`src/rtl/alu_mul_div_sequencer_pkg.sv`:
```
// alu_mul_div_sequencer_pkg: ALU opcodes and sequencer state encoding.
package alu_mul_div_sequencer_pkg;
    localparam int WIDTH = 8;
    localparam int ITER  = 8;
    localparam logic [3:0] OP_ADD = 4'b0000;
    localparam logic [3:0] OP_SUB = 4'b0001;
    localparam logic [3:0] OP_SHL = 4'b0101;
    localparam logic [3:0] OP_SHR = 4'b0110;
    typedef enum logic [1:0] {S_IDLE, S_ISSUE, S_WAIT, S_DONE} state_t;
endpackage

```
`src/rtl/alu_mul_div_sequencer.sv`:
```
// alu_mul_div_sequencer: multi-cycle unsigned shift-add multiply / restoring divide driving an external clocked ALU.
module alu_mul_div_sequencer
    import alu_mul_div_sequencer_pkg::*;
(
    input  logic             clk,
    input  logic             rst,
    input  logic             start,
    input  logic             mode,
    input  logic [WIDTH-1:0] opnd_a,
    input  logic [WIDTH-1:0] opnd_b,
    output logic             busy,
    output logic             done,
    output logic             div0,
    output logic [WIDTH-1:0] res_hi,
    output logic [WIDTH-1:0] res_lo,
    output logic [WIDTH-1:0] alu_val_a,
    output logic [WIDTH-1:0] alu_val_b,
    output logic [3:0]       alu_op,
    input  logic [WIDTH-1:0] alu_result,
    input  logic             alu_carry,
    input  logic             alu_neg
);
    state_t state, state_next;
    logic is_div, msb, accept, by_zero, last, take;
    logic [WIDTH-1:0] opnd, cap_hi, cap_lo, src_hi, src_lo, src_opnd, ld_hi, ld_lo;
    logic [2:0] cnt;
    logic src_div;

    assign accept  = state == S_IDLE && start;
    assign by_zero = mode && opnd_b == '0;
    assign last    = cnt == 3'(ITER - 1);
    assign busy    = state == S_ISSUE || state == S_WAIT;
    assign done    = state == S_DONE;

    always_ff @(posedge clk) begin
        if (rst) state <= S_IDLE;
        else     state <= state_next;
    end

    always_comb begin
        state_next = state;
        case (state)
            S_IDLE:  state_next = start ? (by_zero ? S_DONE : S_ISSUE) : S_IDLE;
            S_ISSUE: state_next = S_WAIT;
            S_WAIT:  state_next = last ? S_DONE : S_ISSUE;
            default: state_next = S_IDLE;
        endcase
    end

    // msb carries the 9th remainder bit lost by the shift when the divisor exceeds 127
    assign take   = msb | ~alu_neg;
    assign cap_hi = is_div ? (take ? alu_result : res_hi) : {alu_carry, alu_result[7:1]};
    assign cap_lo = is_div ? {res_lo[7:1], take} : {alu_result[0], res_lo[7:1]};

    assign src_div  = accept ? mode : is_div;
    assign src_hi   = accept ? '0 : cap_hi;
    assign src_lo   = accept ? (mode ? opnd_a : opnd_b) : cap_lo;
    assign src_opnd = accept ? (mode ? opnd_b : opnd_a) : opnd;
    assign {ld_hi, ld_lo} = src_div ? {src_hi, src_lo} << 1 : {src_hi, src_lo};

    always_ff @(posedge clk) begin
        if (rst) begin
            {div0, is_div, msb, cnt, opnd} <= '0;
            {res_hi, res_lo, alu_val_a, alu_val_b} <= '0;
            alu_op <= OP_ADD;
        end else if (accept && by_zero) begin
            div0   <= 1'b1;
            res_hi <= opnd_a;
            res_lo <= 8'hFF;
            cnt    <= '0;
        end else if (accept || (state == S_WAIT && !last)) begin
            if (accept) begin
                div0   <= 1'b0;
                is_div <= mode;
                opnd   <= src_opnd;
            end
            cnt       <= accept ? '0 : cnt + 3'd1;
            res_hi    <= ld_hi;
            res_lo    <= ld_lo;
            msb       <= src_div & src_hi[7];
            alu_val_a <= ld_hi;
            alu_val_b <= src_div ? src_opnd : (src_lo[0] ? src_opnd : '0);
            alu_op    <= src_div ? OP_SUB : OP_ADD;
        end else if (state == S_WAIT) begin
            res_hi <= cap_hi;
            res_lo <= cap_lo;
            cnt    <= cnt + 3'd1;
        end
    end
endmodule
```
`config.mk`:
```
export PLATFORM = sky130hd
export DESIGN_NAME = alu_mul_div_sequencer
export DESIGN_NICKNAME = d
export VERILOG_FILES = /design/src/rtl/alu_mul_div_sequencer_pkg.sv /design/src/rtl/alu_mul_div_sequencer.sv
export SDC_FILE = /design/constraint.sdc
export NUM_CORES = 1
export LEC_CHECK = 0
export CAP_MARGIN = 20
export CORE_ASPECT_RATIO = 2
export CORE_MARGIN = 8
export CORE_UTILIZATION = 40
export DETAILED_ROUTE_END_ITERATION = 10
export GPL_TIMING_DRIVEN = 0
export PLACE_DENSITY = 0.73
export SLEW_MARGIN = 10
export SYNTH_ARGS = -nofsm -noshare
export SYNTH_HDL_FRONTEND = slang
export SYNTH_SLANG_ARGS = --single-unit
```
`constraint.sdc`:
```
create_clock -name clk -period 1.9 [get_ports clk]
set_input_delay 0.38 -clock clk [delete_from_list [all_inputs] [get_ports clk]]
set_output_delay 0.38 -clock clk [all_outputs]
set_load 0.01 [all_outputs]
```
== Word level (Yosys, flattened, before mapping) ==
Cells that the tools add are included.

* Input port bits: 30
* Word-level logic and storage cells: 66
* Register bits: 52
* Output and inout bits: 39

* Eq/ne operators: 4
* Bitwise gates (word level): 4
* Reductions and logical operators: 17
* Add/sub/neg operators: 1
* Multiplexer cells: 29

{| class="wikitable"
|+ Operators by type and width
! cell !! number
|-
| 8-bit 2-to-1 mux || 16
|-
| 16-bit 2-to-1 mux || 1
|-
| 3-bit 2-to-1 mux || 3
|-
| 8-bit zero test || 1
|-
| 2-bit 2-to-1 mux || 3
|-
| 2-bit one-hot mux with 3 select lines || 1
|-
| 2-bit nonzero test || 3
|-
| 1-bit 2-to-1 mux || 5
|-
| 2-bit == test, second input constant || 2
|-
| 1-bit logical AND || 4
|-
| 2-bit AND reduction || 2
|-
| 3-bit by 1-bit adder with 3-bit output, second input constant || 1
|-
| 3-bit == test, second input constant || 1
|-
| 3-bit AND reduction || 1
|-
| 3-bit nonzero test || 1
|-
| 2-bit by 1-bit == test with 1-bit output, second input constant || 1
|-
| 2-bit zero test || 1
|-
| 1-bit logical OR || 2
|-
| 1-bit NOT || 2
|-
| 2-bit OR reduction || 1
|-
| 1-bit bitwise AND || 1
|-
| 1-bit zero test || 1
|-
| 1-bit OR || 1
|}

== Logic depth before layout (Yosys ltp) ==
* Word-level depth: 8
* Depth in mapped cells: 8
* Mapped depth without buffers: 6

== Least setup slack after synthesis ==
No wires, ideal clock.

* Kind: input-to-reg
* From: in opnd_b[4]
* To: reg alu_val_b[1]
* Slack: -0.079 ns
* Path buffers: 2
* Library setup time: 0.137 ns
* Stages: 6
* Required time: 1.763 ns
* Arrival: 1.842 ns
* Path through: or4_4 > buf_6 > or4_4 > buf_6 > a21oi_1 > a211oi_1

* Cells in the longest elaborated chain, start to end: 5

{| class="wikitable"
|+ RTL lines
! item !! RTL line !! text
|-
| start: declaration || alu_mul_div_sequencer.sv:10 || <nowiki>input logic [WIDTH-1:0] opnd_b,</nowiki>
|-
| 8-bit zero test || alu_mul_div_sequencer.sv:30 || <nowiki>assign by_zero = mode && opnd_b == '0;</nowiki>
|-
| 1-bit logical AND || alu_mul_div_sequencer.sv:30 ||
|-
| 1-bit logical AND || alu_mul_div_sequencer.sv:66 || <nowiki>end else if (accept && by_zero) begin</nowiki>
|-
| 1-bit NOT (no source line) || -- ||
|-
| 2-bit AND reduction (no source line) || -- ||
|-
| end signal: assignment || alu_mul_div_sequencer.sv:82 || <nowiki>alu_val_b <= src_div ? src_opnd : (src_lo[0] ? src_opnd : '0);</nowiki>
|-
| end: declaration || alu_mul_div_sequencer.sv:17 || <nowiki>output logic [WIDTH-1:0] alu_val_b,</nowiki>
|}

Every way passes these cells.
A chain may end at the register's enable or synchronous reset.

== Worst setup path in the final report ==
* From: in opnd_b[6]
* To: reg alu_val_b[7]

Same word-level chain as after synthesis.

==> results.toml <==
[routing]
ant_nets = 0
vias = 3179
met2_length_um = 5630
route.met3.wl_um = 675
drt-initial-drc-count = 205
via_per_inst = 5.98
drc = 0
wl_met1_um = 3730
topRoutingLayerUsed = "met4"
drt_wl_total_um = 10700
avgRoutedWirePerCell_um = 20.1
firstDrtPassIters = 7

[sta]
finalHoldViolCount = 0
fin_skew_ns = 0.00674
relSlewSlack_pct = 56.6
setup_viol_count_final = 0
finalCritPeriodShare_pct = 97.3
fin_hold_ws_ns = 0.472
slew_viol_final = 0
max_freq_ghz = 0.541
layout_setup_ws_ns = 0.0506
worst_pin_slew_ns = 0.651
setup_tns_ns = 0
fin_crit_ns = 1.85

[grt]
grt-ovfl-total = 0
antenna_found_initial = 0
grt_usage_pct = 19.3
grt_max_degree = 15
grt_pass1_wl_um = 16800
first_global_vias = 3340

[setup_path]
worstPathRequired_ns = 2.05
timing.rr.start = "state[1]"
crit_buf_inv = 2
crit_slowest_cell = "or4_4"
startpoint = "opnd_b[6]"
cp.depth = 6
setup.worst_path.end_class = "flop"
critPathKind = "input pin to flop"
worstPathArrival_ns = 2.00
cp_top_family = "simple AND/OR/NAND/NOR gates"
crit_top_cell = "or4_4"
r2r_slack_ns = 0.07
worst_r2r_endpoint = "alu_val_b[7]"
worstPathCellList = "clkbuf_2 > or4_4 > or4_4 > buf_12 > a21oi_2 > a211oi_1"
max_stage_delay_ns = 0.60
cp-start-kind = "input pin"
ff2ff_path_depth = 7
worstPathMaxFanout = 5
crit_path_end = "alu_val_b[7]"

[clocking]
clkTransAtPathRegs_ns = 0.07
cts_buffers = 5
cts_tree = "yes"
clockRootBuffer = "clkbuf_16"
cts_max_level = 2
clk_latency_ns = 0.30
cts.sinks = 48
cts_buffer_depth = 2

[cells_and_area]
layout.nets = 477
fin_area_sq_mm = 0.00426
num-fill-cells = 676
drive_gt1_share_pct = 22.3
area_growth_syn_to_layout_pct = 42.1
diodes = 0

[synth]
synth-seq-cells = 48
synth_top_cell_by_area = "dfxtp_1"
synth_edf_count = 0
synth_async_sr_flop_share_pct = 0
synth_top_area_share_pct = 32.1
synth.distinct_cells = 51
synth_cells = 358
yosysMostFrequentCell = "a21oi_1"
synth_area_sq_mm = 0.00300
synth_area_per_cell_sq_um = 8.37
synthTopCellsByArea = "dfxtp_1, a21oi_1, mux2i_1"
yosys_warnings = 0
yosysSeqAreaShare_pct = 32.1
synthTopCellsByCount = "a21oi_1, dfxtp_1, nor2_1, mux2i_1"
yosys_most_used_dff = "dfxtp_1"

[floorplan]
design.die.area_sq_mm = 0.0107
fp-row-count = 44
fp.dieH_um = 138
die_w_um = 77.2
initial_core_util_pct = 41.2
core_sq_mm = 0.00727
io_pins = 69

[placed_design]
dp_hpwl_um = 7910
numPortBuffers = 63
place_ws_ns = -0.624
place_area_sq_mm = 0.00379
gp_congestion = 0.915

[flow_run]
maxCapViolCount = 0

[pwr]
p_leak_uw = 0.00158
cellPowerDensity_mw_per_mm2 = 769
ir_drop_mv = 0.588

[status]
status = "finished clean"

[worst_hold_path]
hp-class = "flop to flop"
==> stage by stage <==
stage / utilization (%) / total power [uW] / instances
2_1_floorplan: - / 1690 / 360
3_3_place_gp: 52.2 / 2060 / 515
4_1_cts: 57.0 / 3240 / 528
3_5_place_dp: 52.2 / 2070 / 515
5_1_grt: 58.6 / 3400 / 532
6_report: 58.6 / 3270 / 532
==> area by class of cell <==
| class | count | area [sq um] | area share, % |
|---|---|---|---|
| buffer | 31 | 199 | 4.67 |
| clock buffer | 5 | 125 | 2.94 |
| clock inverter | 2 | 60.1 | 1.41 |
| inverter | 8 | 30.0 | 0.705 |
| multi-input combinational | 269 | 2030 | 47.6 |
| sequential | 48 | 967 | 22.7 |
| tap | 92 | 115 | 2.70 |
| timing repair buffer | 77 | 733 | 17.2 |
==> routing by layer <==
metal	global-route usage, %	up-vias
met5	0	-
met4	12.8	0
met3	4.61	41
met2	34.8	156
met1	18.7	1505
li1	-	1477
==> what timing repair did <==
action / in CTS / in global routing
pin swaps: 7 / 11
endpoints found under the setup margin: 49 / 33
setup buffers: 9 / 3
hold buffers: 0 / 0
resized for setup: 45 / 39
gates cloned: 1 / 1
endpoints found under the hold margin: 0 / 0
==> worst min-delay path by stage <==
stage | from | to | slack [ns] | cells after the start
after global routing | alu_val_a[1] | alu_val_a[1] | 0.50 | 2
after CTS | alu_val_a[3] | alu_val_a[3] | 0.47 | 2
final | alu_val_a[3] | alu_val_a[3] | 0.47 | 2
after detailed placement | alu_val_a[3] | alu_val_a[3] | 0.47 | 2
after floorplan | opnd[0] | alu_val_b[0] | 0.45 | 2
after global placement | alu_val_a[3] | alu_val_a[3] | 0.46 | 2
==> flip-flops by register name, summed over array words and instances, names as in the netlist, 2 cells and up <==
register,flops
state,2
cnt,3
alu_val_a,8
alu_val_b,8
res_hi,8
opnd,8
res_lo,8
==> kinds of logic (layout without fill, tap and decap cells) <==
logic type / after synthesis / count (layout) / share of synthesized area, %
simple gates: 93 / 93 / 16.9
mux: 31 / 31 / 12.5
xor+xnor: 1 / 1 / 0.292
other cells: 1 / 3 / 0.125
compound gates: 134 / 134 / 28.3
buf+inv: 43 / 123 / 6.81
flops: 48 / 48 / 32.1
fa+ha+maj: 7 / 7 / 2.92
==> worst min-delay path: cells and delay by family, from the launching register on <==
family,cells,cell delay (ns)
AOI/OAI and AO/OA,2,0.12
DFF,1,0.31
==> power breakdown <==
| group | switching, uW | total, uW | leakage (uW) | internal, uW |
|---|---|---|---|---|
| registers | 89.8 | 1180 | 0.000396 | 1090 |
| clock network | 388 | 1140 | 0.0000899 | 747 |
| logic | 511 | 954 | 0.00109 | 443 |
==> placed cells by master (no fill, tap or decap), types with 11 or more instances in the layout <==
master / instances
a211oi_1: 11
a21oi_1: 43
a21oi_2: 12
buf_4: 16
clkbuf_1: 11
clkdlybuf4s50_1: 53
dfxtp_1: 45
mux2i_1: 24
nand2_1: 16
nor2_1: 31
o21ai_0: 22
Power figures use the tool's default switching activity.
